**src/rtl/adaptive_integr_fir.sv**
```systemverilog
// adaptive_integr_fir: 3-stage symmetric 4-tap integrating FIR (pre-add, multiply, round/reduce)
// with valid/ready on both sides. Define ADAPTIVE_INTEGR_SAT_EN for a saturating output and sat_flag.
module adaptive_integr_fir #(
  parameter int DIN_WL = 15,
  parameter int DIN_FL = 6,
  parameter int DOUT_WL = 14,
  parameter int DOUT_FL = 6,
  parameter logic signed [7:0] COEFF_A0 = 8'sh17,
  parameter logic signed [7:0] COEFF_A1 = 8'sh29
) (
  input  logic                      clk,
  input  logic                      rst,
  input  logic                      clear,
  input  logic                      s_valid,
  output logic                      s_ready,
  input  logic signed [DIN_WL-1:0]  s_data,
  output logic                      m_valid,
  input  logic                      m_ready,
  output logic [DOUT_WL-1:0]        m_data,
  output logic                      sat_flag
);

  localparam int SUM_W = DIN_WL + 1;
  localparam int PRD_W = SUM_W + 8;
  localparam int ACC_W = PRD_W + 2;
  localparam int SH    = DIN_FL + 6 - DOUT_FL;
  localparam int Q_W   = ACC_W - SH;

  logic                      w_en;
  logic                      w_accept;
  logic signed [DIN_WL-1:0]  r_x1, r_x2, r_x3;
  logic signed [SUM_W-1:0]   w_sum0, w_sum1, r_sum0, r_sum1;
  logic                      r_s1_valid, r_s2_valid, r_m_valid;
  logic signed [PRD_W-1:0]   w_p0, w_p1, r_p0;
  logic signed [PRD_W:0]     r_p1;
  logic signed [ACC_W-1:0]   w_acc, w_rnd;
  logic signed [Q_W-1:0]     w_q;
  logic [DOUT_WL-1:0]        w_y, r_m_data;
  logic                      w_unused;

  // Whole pipeline freezes while an output is waiting; rst gating keeps s_ready low during reset.
  assign w_en     = ~r_m_valid | m_ready;
  assign s_ready  = w_en & ~clear & ~rst;
  assign w_accept = s_valid & s_ready;

  always_ff @(posedge clk or posedge rst) begin
    if (rst) begin
      r_x1 <= '0;
      r_x2 <= '0;
      r_x3 <= '0;
    end else if (clear) begin
      r_x1 <= '0;
      r_x2 <= '0;
      r_x3 <= '0;
    end else if (w_accept) begin
      r_x1 <= s_data;
      r_x2 <= r_x1;
      r_x3 <= r_x2;
    end
  end

  assign w_sum0 = {s_data[DIN_WL-1], s_data} + {r_x3[DIN_WL-1], r_x3};
  assign w_sum1 = {r_x1[DIN_WL-1], r_x1} + {r_x2[DIN_WL-1], r_x2};

  always_ff @(posedge clk or posedge rst) begin
    if (rst) begin
      r_s1_valid <= 1'b0;
      r_sum0     <= '0;
      r_sum1     <= '0;
    end else if (clear) begin
      r_s1_valid <= 1'b0;
      r_sum0     <= '0;
      r_sum1     <= '0;
    end else if (w_en) begin
      r_s1_valid <= w_accept;
      r_sum0     <= w_sum0;
      r_sum1     <= w_sum1;
    end
  end

  // A1 has one fewer fractional bit than A0; the extra shift aligns both products.
  assign w_p0 = PRD_W'(r_sum0) * PRD_W'(COEFF_A0);
  assign w_p1 = PRD_W'(r_sum1) * PRD_W'(COEFF_A1);

  always_ff @(posedge clk or posedge rst) begin
    if (rst) begin
      r_s2_valid <= 1'b0;
      r_p0       <= '0;
      r_p1       <= '0;
    end else if (clear) begin
      r_s2_valid <= 1'b0;
      r_p0       <= '0;
      r_p1       <= '0;
    end else if (w_en) begin
      r_s2_valid <= r_s1_valid;
      r_p0       <= w_p0;
      r_p1       <= {w_p1, 1'b0};
    end
  end

  assign w_acc = ACC_W'(r_p0) + ACC_W'(r_p1);
  assign w_rnd = w_acc + ACC_W'(1 << (SH - 1));
  assign w_q   = w_rnd[ACC_W-1:SH];

`ifdef ADAPTIVE_INTEGR_SAT_EN
  localparam logic signed [Q_W-1:0] Q_MAX = Q_W'((1 << (DOUT_WL - 1)) - 1);
  localparam logic signed [Q_W-1:0] Q_MIN = Q_W'(-(1 << (DOUT_WL - 1)));

  logic w_clip;
  logic r_clip;
  logic r_sat;

  always_comb begin
    w_clip = 1'b0;
    w_y    = w_q[DOUT_WL-1:0];
    if (w_q > Q_MAX) begin
      w_y    = {1'b0, {(DOUT_WL-1){1'b1}}};
      w_clip = 1'b1;
    end else if (w_q < Q_MIN) begin
      w_y    = {1'b1, {(DOUT_WL-1){1'b0}}};
      w_clip = 1'b1;
    end
  end

  // Flag only clipped samples that actually leave the block.
  always_ff @(posedge clk or posedge rst) begin
    if (rst) begin
      r_clip <= 1'b0;
      r_sat  <= 1'b0;
    end else if (clear) begin
      r_clip <= 1'b0;
      r_sat  <= 1'b0;
    end else begin
      if (r_m_valid && m_ready && r_clip) r_sat <= 1'b1;
      if (w_en) r_clip <= w_clip;
    end
  end

  assign sat_flag = r_sat;
  assign w_unused = ^w_rnd[SH-1:0];
`else
  assign w_y      = w_q[DOUT_WL-1:0];
  assign sat_flag = 1'b0;
  assign w_unused = ^{w_rnd[SH-1:0], w_q[Q_W-1:DOUT_WL]};
`endif

  always_ff @(posedge clk or posedge rst) begin
    if (rst) begin
      r_m_valid <= 1'b0;
      r_m_data  <= '0;
    end else if (clear) begin
      r_m_valid <= 1'b0;
      r_m_data  <= '0;
    end else if (w_en) begin
      r_m_valid <= r_s2_valid;
      r_m_data  <= w_y;
    end
  end

  assign m_valid = r_m_valid;
  assign m_data  = r_m_data;

endmodule

```
**config.mk**
```make
export PLATFORM = sky130hd
export DESIGN_NAME = adaptive_integr_fir
export DESIGN_NICKNAME = d
export VERILOG_FILES = /design/src/rtl/adaptive_integr_fir.sv
export SDC_FILE = /design/constraint.sdc
export NUM_CORES = 1
export LEC_CHECK = 0
export BUFFER_PORTS_ARGS = -buffer_cell sky130_fd_sc_hd__buf_2
export CAP_MARGIN = 20
export CORE_UTILIZATION = 30
export CTS_BUF_LIST = sky130_fd_sc_hd__clkbuf_4 sky130_fd_sc_hd__clkbuf_8
export CTS_CLUSTER_DIAMETER = 150
export DETAILED_ROUTE_END_ITERATION = 8
export PLACE_DENSITY_LB_ADDON = 0.05
export SLEW_MARGIN = 20
export SYNTH_ARGS = -nofsm -noshare
export SYNTH_HDL_FRONTEND = slang
export SYNTH_SLANG_ARGS = --single-unit
```
**constraint.sdc**
```tcl
create_clock -name clk -period 8.3 [get_ports clk]
set_input_delay 0.415 -clock clk [delete_from_list [all_inputs] [get_ports clk]]
set_output_delay 0.415 -clock clk [all_outputs]
set_load 0.03 [all_outputs]
```
# Word level (Yosys, flattened, before mapping)
# Cells that the tools add are included.
[word_totals] reg_bits=134 latch_bits=0 ramBits=0 romBits=0 inputBits=20 output_inout_bits=17 word_cells=48 n_memories=0
[classes] addsub=4 mul=2 div_mod_pow=0 magnitude_cmp=0 n_eq_ne=0 shift=0 mux=22 bitwise_logic=7 n_reduce_logical=2
[op_table] op="$mux W15" count=6
[op_table] op="$mux W20" count=4
[op_table] op="$mux W16" count=4
[op_table] op="$add A15 B15 Y16" count=2
[op_table] op="$mux W14" count=2
[op_table] op="$add A20 B20 Y20" count=1
[op_table] op="$add A20 B7 Y20 const B" count=1
[op_table] op="$mul A16 B6 Y20 const B" count=1
[op_table] op="$mul A16 B7 Y19 const B" count=1
[op_table] op="$mux W1" count=6
[op_table] op="$reduce_bool A2 Y1" count=2
[op_table] op="$and A1 B1 Y1" count=3
[op_table] op="$not A1 Y1" count=3
[op_table] op="$or A1 B1 Y1" count=1

# Logic depth before layout (Yosys ltp)
# Gate-level depths: netlist of the first run.
[logic_depth] ltp_word=7 depth_mapped=16 depth_no_buf=16

# Worst setup path after synthesis of the first run
# No wires, ideal clock.
[synth_timing] path_type="input to register" start="in rst" end="reg r_x1[14]" setup_ns=0.078 t_arrival_ns=4.329 t_required_ns=8.222 slack_ns=3.893 path_stages=6 path_buffers=2 cell_sequence="inv_1 and3_1 buf_2 buf_1 nand2_1 a21oi_1"
[synth_between] elab_chain_len=4
[synth_rtl] item="from (decl)" line_no="12" rtl="input logic rst,"
[synth_rtl] item="$not A1 Y1" line_no="43" rtl="assign s_ready = w_en & ~clear & ~rst;"
[synth_rtl] item="$and A1 B1 Y1" line_no="43"
[synth_rtl] item="$and A1 B1 Y1" line_no="44" rtl="assign w_accept = s_valid & s_ready;"
[synth_rtl] item="$reduce_bool A2 Y1 (no source line)"
[synth_rtl] item="to (signal assigned)" line_no="56" rtl="r_x1 <= s_data;"
[synth_rtl] item="to (decl)" line_no="31" rtl="logic signed [DIN_WL-1:0] r_x1, r_x2, r_x3;"
# No other way between the ends.
# A chain may end at the register's enable or synchronous reset.

# Worst setup path in the final report of the first run
[layout_timing] start="reg r_sum0[3]" end="reg r_p0[17]"
[layout_between] elab_chain_len=3
[layout_rtl] item="from (decl)" line_no="32" rtl="logic signed [SUM_W-1:0] w_sum0, w_sum1, r_sum0, r_sum1;"
[layout_rtl] item="from (signal assigned)" line_no="76" rtl="r_sum0 <= w_sum0;"
[layout_rtl] item="$mul A16 B6 Y20" line_no="82" rtl="assign w_p0 = PRD_W'(r_sum0) * PRD_W'(COEFF_A0);"
[layout_rtl] item="$mux W20" line_no="94" rtl="end else if (w_en) begin"
[layout_rtl] item="$mux W20" line_no="90" rtl="end else if (clear) begin"
[layout_rtl] item="to (signal assigned)" line_no="96" rtl="r_p0 <= w_p0;"
[layout_rtl] item="to (decl)" line_no="34" rtl="logic signed [PRD_W-1:0] w_p0, w_p1, r_p0;"
# No other way between the ends. The select of a mux whose other input is x is not followed.

==> summary.log, run 1 <==
qor: outcome.status complete, no violations
qor: synthesis.synth_fp_nets 1325
qor: global_route.grt_pass1_vias 7646
qor: finish.utilization 33.7%
qor: global_route.grtUsageTotal 15.0%
qor: timing.period_needed 3990 ps
qor: finish.mostFrequentLayoutCells 148 x sky130_fd_sc_hd__inv_1, 147 x sky130_fd_sc_hd__nand2_1, 142 x sky130_fd_sc_hd__ha_1
qor: clock_tree.post-cts-setup-buffers 0
qor: finish.antenna_cells_inserted 0
qor: setup_path.crit_path_end_kind flip-flop
qor: finish.design.final.nets 1351
qor: drt.drtAntennaViolNets 0
qor: drt.met3WireLength 549 um
qor: synthesis.synth_area_per_cell 9.10 um^2
qor: finish.final_common_cell sky130_fd_sc_hd__inv_1
qor: drt.drt-wirelength-per-cell 15.3 um
qor: synthesis.synth_sequential_area_ratio 32.4%
qor: timing.fin_crit_sh 48.1%
qor: setup_path.cp_data_required_time 8620 ps
qor: drt.routed_wirelength 24.6 mm
qor: clock_tree.postCtsResizedCells 0
qor: clock_tree.tritoncts done
qor: drt.final_routed_drc_violation_total 0
qor: global_route.grt_pass1_wl 40.6 mm
qor: pwr.internal-power 1.26 mW
qor: pwr.power_switching_share 35.4%
qor: clock_tree.cts.htree.levels 4
qor: pwr.power.leakage 5.67 nW
qor: global_route.grt_antenna_before_repair 0
qor: placed_design.io_buffer_count 35
qor: global_route.globalRouteOverflowTotal 0
qor: synthesis.yosys_warnings 0
qor: placed_design.dpl.hpwl 18.2 mm
qor: synthesis.synth_cells 1121
qor: clock_tree.clockRootBuffer sky130_fd_sc_hd__clkbuf_8
qor: clock_tree.cts_max_path_buffers 2
qor: clock_tree.tritoncts_num_sinks 132
qor: floorplanning.floorplan.initialDensity 30.4%
qor: hold_path.hold_class input pin to async pin
qor: synthesis.ys_seq_elements 132
qor: setup_path.timing.setup.critical_path_class flip-flop to flip-flop
qor: synthesis.yosys.cell_types.count 51
qor: pwr.clock_power_share 30.7%
qor: synthesis.post_synth_instance_area 10200 um^2
qor: placed_design.postPlaceCellArea 10900 um^2
qor: clock_tree.holdBufCountCts 0
qor: timing.totalNegativeSetupSlack 0 ps
qor: drt.drt_pre_antenna_iters 4
qor: timing.timing.max_slew.rel_slack 38.3%
qor: finish.fin_area 11300 um^2
qor: pwr.ir_worst_vdd 96.2 uV
qor: global_route.largest_net_degree_at_the_start_of_global_routing 77
qor: floorplanning.std_cell_rows 67
qor: drt.vias_per_cell 4.61
qor: synthesis.synth-edff-count 0
qor: timing.clock-skew-final 15.0 ps
qor: clock_tree.clock_latency_of_the_later_clocked_register_in_the_worst_skew_pair 470 ps
qor: floorplanning.floorplan.die_area 34800 um^2
qor: clock_tree.worst_setup_hold_path_clk_slew 90 ps
qor: finish.n_fill_cell 3563
qor: synthesis.asyncSetResetFlopFracSynth 100%
qor: timing.max_freq 251 MHz
qor: finish.post_route_cells_drive_above_1_share 7.33%
qor: clock_tree.cts_buffers 17
qor: floorplanning.die_h 186 um
qor: pwr.power.net_switching 691 uW
qor: timing.final-hold-violation-count 0
qor: timing.tightest_slew 924 ps
qor: pwr.seq_power_share 38.8%
qor: floorplanning.design.core.area 33500 um^2
qor: timing.finalHoldWorstSlack 73.4 ps
qor: placed_design.place.gp.congestion 0.733
qor: setup_path.r2r_setup_slack 4310 ps
qor: pwr.power_density 173 nW/um^2
qor: timing.rsz_0062_raised_after_global_routing no
qor: drt.met1Wirelength 12.2 mm
qor: pwr.total_power 1.95 mW
qor: setup_path.startpoint_type_of_the_worst_setup_path flip-flop
qor: drt.top_layer_used met4
qor: synthesis.dominantRegCellSynth sky130_fd_sc_hd__dfrtp_1
qor: floorplanning.floorplan.die.width 186 um
qor: drt.count_of_vias_placed_by_the_detailed_router 7414
qor: setup_path.arrival 4310 ps
qor: finish.area_delta_synth_final 10.7%
qor: job.drv.max_cap_violation_count 0
qor: floorplanning.num_io_pins 37
qor: drt.initialDrtViolationCount 256
qor: timing.final_max_slew_viol_count 0
qor: setup_path.largest_fanout_on_the_critical_path 4
qor: drt.wl_met2 11.6 mm
qor: pwr.comb_power_share 30.5%
qor: timing.timing.final.setup_violations 0
-- worst max-delay path, cell delays in order, from the launching register on --
cell	delay (ps)
sky130_fd_sc_hd__dfrtp_1	410
sky130_fd_sc_hd__inv_1	130
sky130_fd_sc_hd__fa_1	540
sky130_fd_sc_hd__inv_1	40
sky130_fd_sc_hd__ha_1	290
sky130_fd_sc_hd__fa_1	480
sky130_fd_sc_hd__ha_1	350
sky130_fd_sc_hd__nor2b_1	140
sky130_fd_sc_hd__o21ai_0	210
sky130_fd_sc_hd__a21boi_1	180
sky130_fd_sc_hd__o2111ai_1	440
sky130_fd_sc_hd__o211ai_1	170
sky130_fd_sc_hd__a31oi_1	230
sky130_fd_sc_hd__xor2_1	150
sky130_fd_sc_hd__o21ai_0	80
-- path summary, 6_finish.rpt --
kind / start / endpoint / depth (start not counted)
worst max-delay path: r_sum0[3] / r_p0[17] / 14
worst min-delay path: rst / r_x2[5] / 2
worst max register to register: r_sum0[3] / r_p0[17] / 14
worst min register to register: m_data[4] / m_data[4] / 2
max in group asynchronous: rst / m_data[12] / 3
min in group clk: s_data[5] / r_x1[5] / 3
-- per-layer routing --
metal | up-vias | track usage [%]
met3 | 9 | 2.92
met1 | 3511 | 20.0
met2 | 69 | 24.7
met4 | 0 | 3.94
li1 | 3825 | -
met5 | - | 0
-- metrics by stage --
| stage | instances | setup WS, ps |
|---|---|---|
| floorplan | 1121 | 3890 |
| global placement | 1576 | 4320 |
| detailed placement | 1576 | 4280 |
| CTS | 1608 | 4260 |
| global route | 1608 | 4040 |
| finish | 1608 | 4310 |
-- cell families (layout without fill, tap and decap cells) --
family	Yosys count	in the layout	synth area share, %
xor gates and xnor gates	69	69	5.92
adders and majority gates	184	184	25.7
other	1	1	0.0368
buffers and inverters	182	221	6.74
muxes	1	1	0.0981
and+or+nand+nor	277	277	12.5
AOI/OAI and AO/OA	275	275	16.7
DFF	132	132	32.4
-- sequential cells by signal, indices dropped and copies added (netlist names), 14 cells and up --
name    flops
r_x1       15
r_sum1     16
r_x2       15
r_x3       15
r_sum0     16
r_p0       19
m_data     14
r_p1       19
-- final cells by class --
cell class              instances  area (um^2)  area share [%]
repair buffers                 40          213            1.88
multi-input cells             807         6230            55.2
clock inverters                12          154            1.36
flip-flops and latches        132         3300            29.2
inverters                     149          564            5.00
clock buffers                  20          269            2.38
well taps                     448          561            4.96
-- synth_stat cells (all sizes together), types with 2 or more instances --
cell | number | area share, %
nor2b | 7 | 0.43
a31o | 2 | 0.17
xor2 | 36 | 3.1
inv | 149 | 5.5
nand4b | 2 | 0.17
and3 | 5 | 0.31
or3 | 3 | 0.18
nand4 | 3 | 0.18
and2 | 3 | 0.18
xnor2 | 33 | 2.8
o22ai | 2 | 0.12
nand2b | 45 | 2.8
nand3b | 2 | 0.15
a211o | 4 | 0.34
or4 | 4 | 0.29
o211ai | 8 | 0.59
nor2 | 37 | 1.4
a31oi | 8 | 0.49
a32o | 3 | 0.29
buf | 7 | 0.31
o221ai | 3 | 0.32
a41oi | 2 | 0.17
o21bai | 9 | 0.70
fa | 42 | 8.2
nor4 | 2 | 0.25
a21o | 19 | 1.4
ha | 142 | 17
nand3 | 7 | 0.34
o21ai | 113 | 5.5
clkbuf | 26 | 0.96
nand2 | 147 | 5.4
a22o | 19 | 1.6
o21a | 12 | 0.88
o31ai | 5 | 0.37
a211oi | 7 | 0.56
dfrtp | 132 | 32
nor3 | 10 | 0.49
a21oi | 54 | 2.6
-- power by group through the flow --
| stage | Combinational, mW | Sequential (mW) | Clock (mW) |
|---|---|---|---|
| CTS | 0.612 | 0.761 | 0.629 |
| finish | 0.596 | 0.758 | 0.599 |
| global route | 0.686 | 0.770 | 0.652 |
| global placement | 0.611 | 0.773 | 0 |
| detailed placement | 0.605 | 0.774 | 0 |
| floorplan | 0.426 | 0.794 | 0 |
Power figures use the tool's default switching activity.
==> run 2, diff against run 1 <==
- clock period: 8.3 -> 3.55 ns (I/O delays scaled with it)
==> summary.log, run 2 (same netlist as run 1, synthesis figures left out) <==
qor: setup_path.reg2reg_depth 18 [was 14]
qor: outcome.failing_checks negative hold slack, negative setup slack
qor: global_route.grtUsageTotal 15.5% [was 15.0%]
qor: clock_tree.clockRootBuffer sky130_fd_sc_hd__clkbuf_8 [unchanged]
qor: setup_path.startpoint_type_of_the_worst_setup_path flip-flop [unchanged]
qor: pwr.power.leakage 6.06 nW [was 5.67 nW]
qor: timing.max_freq 280 MHz [was 251 MHz]
qor: pwr.power_density 396 nW/um^2 [was 173 nW/um^2]
qor: setup_path.cp_slowest_cell sky130_fd_sc_hd__fa_1 [unchanged]
qor: finish.regArea 3300 um^2 [about the same]
qor: clock_tree.cts_buffers 17 [unchanged]
qor: drt.count_of_vias_placed_by_the_detailed_router 7766 [was 7414]
qor: finish.area_delta_synth_final 19.1% [was 10.7%]
qor: setup_path.crit_chain inv_2, fa_1, inv_2, ha_4, inv_2, fa_1, inv_2, ha_4, buf_6, o21a_1, o211ai_1, a31oi_2, a211oi_2, buf_4, nor3_4, a31oi_1, xor2_1, o21ai_1 [was inv_1, fa_1, inv_1, ha_1, fa_1, ha_1, nor2b_1, o21ai_0, a21boi_1, o2111ai_1, o211ai_1, a31oi_1, xor2_1, o21ai_0]
qor: setup_path.r2r_setup_slack -30 ps [was 4310 ps]
qor: finish.antenna_cells_inserted 0 [unchanged]
qor: finish.mostFrequentLayoutCells 147 x sky130_fd_sc_hd__nand2_1, 135 x sky130_fd_sc_hd__inv_1, 133 x sky130_fd_sc_hd__ha_1 [was 148 x sky130_fd_sc_hd__inv_1, 147 x sky130_fd_sc_hd__nand2_1, 142 x sky130_fd_sc_hd__ha_1]
qor: clock_tree.tritoncts done [unchanged]
qor: setup_path.timing.setup.critical_path_class flip-flop to flip-flop [unchanged]
qor: placed_design.dpl.hpwl 19.1 mm [was 18.2 mm]
qor: global_route.grt_antenna_before_repair 0 [unchanged]
qor: global_route.globalRouteOverflowTotal 0 [unchanged]
qor: clock_tree.worst_setup_hold_path_clk_slew 70 ps [was 90 ps]
qor: floorplanning.std_cell_rows 67 [unchanged]
qor: outcome.status complete, but fails checks [was complete, no violations]
qor: pwr.ir_worst_vdd 250 uV [was 96.2 uV]
qor: timing.period_needed 3580 ps [was 3990 ps]
qor: setup_path.path_delay_family adder cells [unchanged]
qor: finish.post_route_cells_drive_above_1_share 14.9% [was 7.33%]
qor: timing.clock-skew-final 10.6 ps [was 15.0 ps]
qor: job.drv.max_cap_violation_count 0 [unchanged]
qor: floorplanning.design.core.area 33500 um^2 [unchanged]
qor: timing.fin_crit_sh 101% [was 48.1%]
qor: setup_path.cp_data_required_time 3890 ps [was 8620 ps]
qor: floorplanning.floorplan.initialDensity 30.4% [unchanged]
qor: drt.vias_per_cell 4.61 [about the same]
qor: setup_path.arrival 3910 ps [was 4310 ps]
qor: global_route.grt_pass1_vias 8079 [was 7646]
qor: timing.rsz_0062_raised_after_global_routing yes [was no]
qor: setup_path.critical_path.reg2reg.endpoint r_p0[18] [was r_p0[17]]
qor: setup_path.largest_fanout_on_the_critical_path 3 [was 4]
qor: floorplanning.die_h 186 um [unchanged]
qor: clock_tree.cts_max_path_buffers 2 [unchanged]
qor: pwr.total_power 4.81 mW [was 1.95 mW]
qor: drt.initialDrtViolationCount 304 [was 256]
qor: finish.design.final.nets 1431 [was 1351]
qor: clock_tree.tritoncts_num_sinks 132 [unchanged]
qor: timing.final_critical_path_setup_slack -26.6 ps [was 4310 ps]
qor: floorplanning.num_io_pins 37 [unchanged]
qor: clock_tree.cts.htree.levels 4 [unchanged]
qor: drt.drt-wirelength-per-cell 15.2 um [was 15.3 um]
qor: floorplanning.floorplan.die.width 186 um [unchanged]
qor: finish.multi_input_area 6430 um^2 [was 6230 um^2]
qor: drt.drt_pre_antenna_iters 4 [unchanged]
qor: floorplanning.floorplan.die_area 34800 um^2 [unchanged]
qor: setup_path.slowest_delay 540 ps [about the same]
qor: finish.n_fill_cell 3539 [was 3563]
qor: placed_design.place.gp.congestion 0.745 [was 0.733]
qor: timing.timing.max_slew.rel_slack 48.0% [was 38.3%]
qor: setup_path.critical_path_buf_inv_count 6 [was 2]
qor: clock_tree.clock_latency_of_the_later_clocked_register_in_the_worst_skew_pair 480 ps [was 470 ps]
qor: timing.tightest_slew 779 ps [was 924 ps]
qor: timing.timing.final.setup_violations 2 [was 0]
qor: hold_path.hold_class input pin to async pin [unchanged]
qor: timing.finalHoldWorstSlack -33.7 ps [was 73.4 ps]
qor: setup_path.crit_path_end_kind flip-flop [unchanged]
qor: drt.final_routed_drc_violation_total 0 [unchanged]
qor: global_route.grt_pass1_wl 42.2 mm [was 40.6 mm]
qor: global_route.largest_net_degree_at_the_start_of_global_routing 133 [was 77]
qor: placed_design.io_buffer_count 35 [unchanged]
qor: finish.reg_top3 r_p0: 19 flops, r_p1: 19 flops [unchanged]
qor: finish.utilization 36.2% [was 33.7%]
qor: finish.final_common_cell sky130_fd_sc_hd__nand2_1 [was sky130_fd_sc_hd__inv_1]
qor: drt.drtAntennaViolNets 0 [unchanged]
qor: timing.final_max_slew_viol_count 0 [unchanged]
qor: drt.routed_wirelength 25.6 mm [was 24.6 mm]
qor: setup_path.worst_path_most_repeated_cell sky130_fd_sc_hd__inv_2
qor: timing.final-hold-violation-count 11 [was 0]
qor: timing.totalNegativeSetupSlack -28.8 ps [was 0 ps]
qor: setup_path.worstReg2RegStart r_sum0[7] [was r_sum0[3]]
## run 2: cell count changes in the layout (fill, tap and decap cells not counted), sizes merged
cell / delta
buf: +64
dlygate4sd3: +16
clkbuf: +3
clkinv: -2
clkinvlp: -2
inv: -2
bufinv: -1
## run 2: worst max path at each step
| stage | cells past startpoint | to | start |
|---|---|---|---|
| floorplan | 14 | r_p0[17] | r_sum0[6] |
| global placement | 14 | r_p0[17] | r_sum0[5] |
| detailed placement | 14 | r_p0[17] | r_sum0[5] |
| CTS | 14 | r_p0[17] | r_sum0[8] |
| global route | 18 | r_p0[18] | r_sum0[7] |
| finish | 18 | r_p0[18] | r_sum0[7] |
## run 2: cell type report
cell class	count	share of cell area, %
inverter	149	4.63
tap	448	4.61
sequential	132	27.2
multi-input combinational	807	52.9
clock inverter	5	0.618
timing repair buffer	120	7.47
clock buffer	23	2.55
## run 2: what timing repair did
item,CTS,global route
endpoints found under the setup margin,6,11
gates resized for setup,27,22
gates cloned,0,0
hold endpoints to repair,16,0
setup buffers,2,5
hold buffers,16,0
pin swaps,18,28
## run 2: tightest hold or removal path, stage by stage
cell                         delay (ps)
sky130_fd_sc_hd__buf_2              120
sky130_fd_sc_hd__clkinvlp_4         110
sky130_fd_sc_hd__buf_12             530
## run 2: layer usage
| layer | GRT usage (%) | share of wire [%] |
|---|---|---|
| met3 | 2.31 | 1.7 |
| met2 | 26.1 | 47 |
| met4 | 4.99 | 1.7 |
| met1 | 20.3 | 50 |
| met5 | 0 | 0 |
## run 2: where the power goes
group          switching (mW)  leakage (nW)  total, mW  internal [mW]
Clock                   0.633         0.203       1.34          0.707
Combinational           0.951          4.08       1.71          0.756
Sequential              0.109          1.78       1.77           1.66
## run 2: stage by stage
stage | std cells | instance area, um^2 | hold slack [ps] | setup slack (ps)
after floorplan | 1121 | 10200 | 294 | 18.2
after global placement | 1633 | 11400 | 405 | -170
after detailed placement | 1633 | 11400 | 414 | -199
after CTS | 1679 | 12000 | 3.05 | -16.7
after global routing | 1684 | 12200 | 19.8 | -224
final | 1684 | 12200 | -33.7 | -26.6
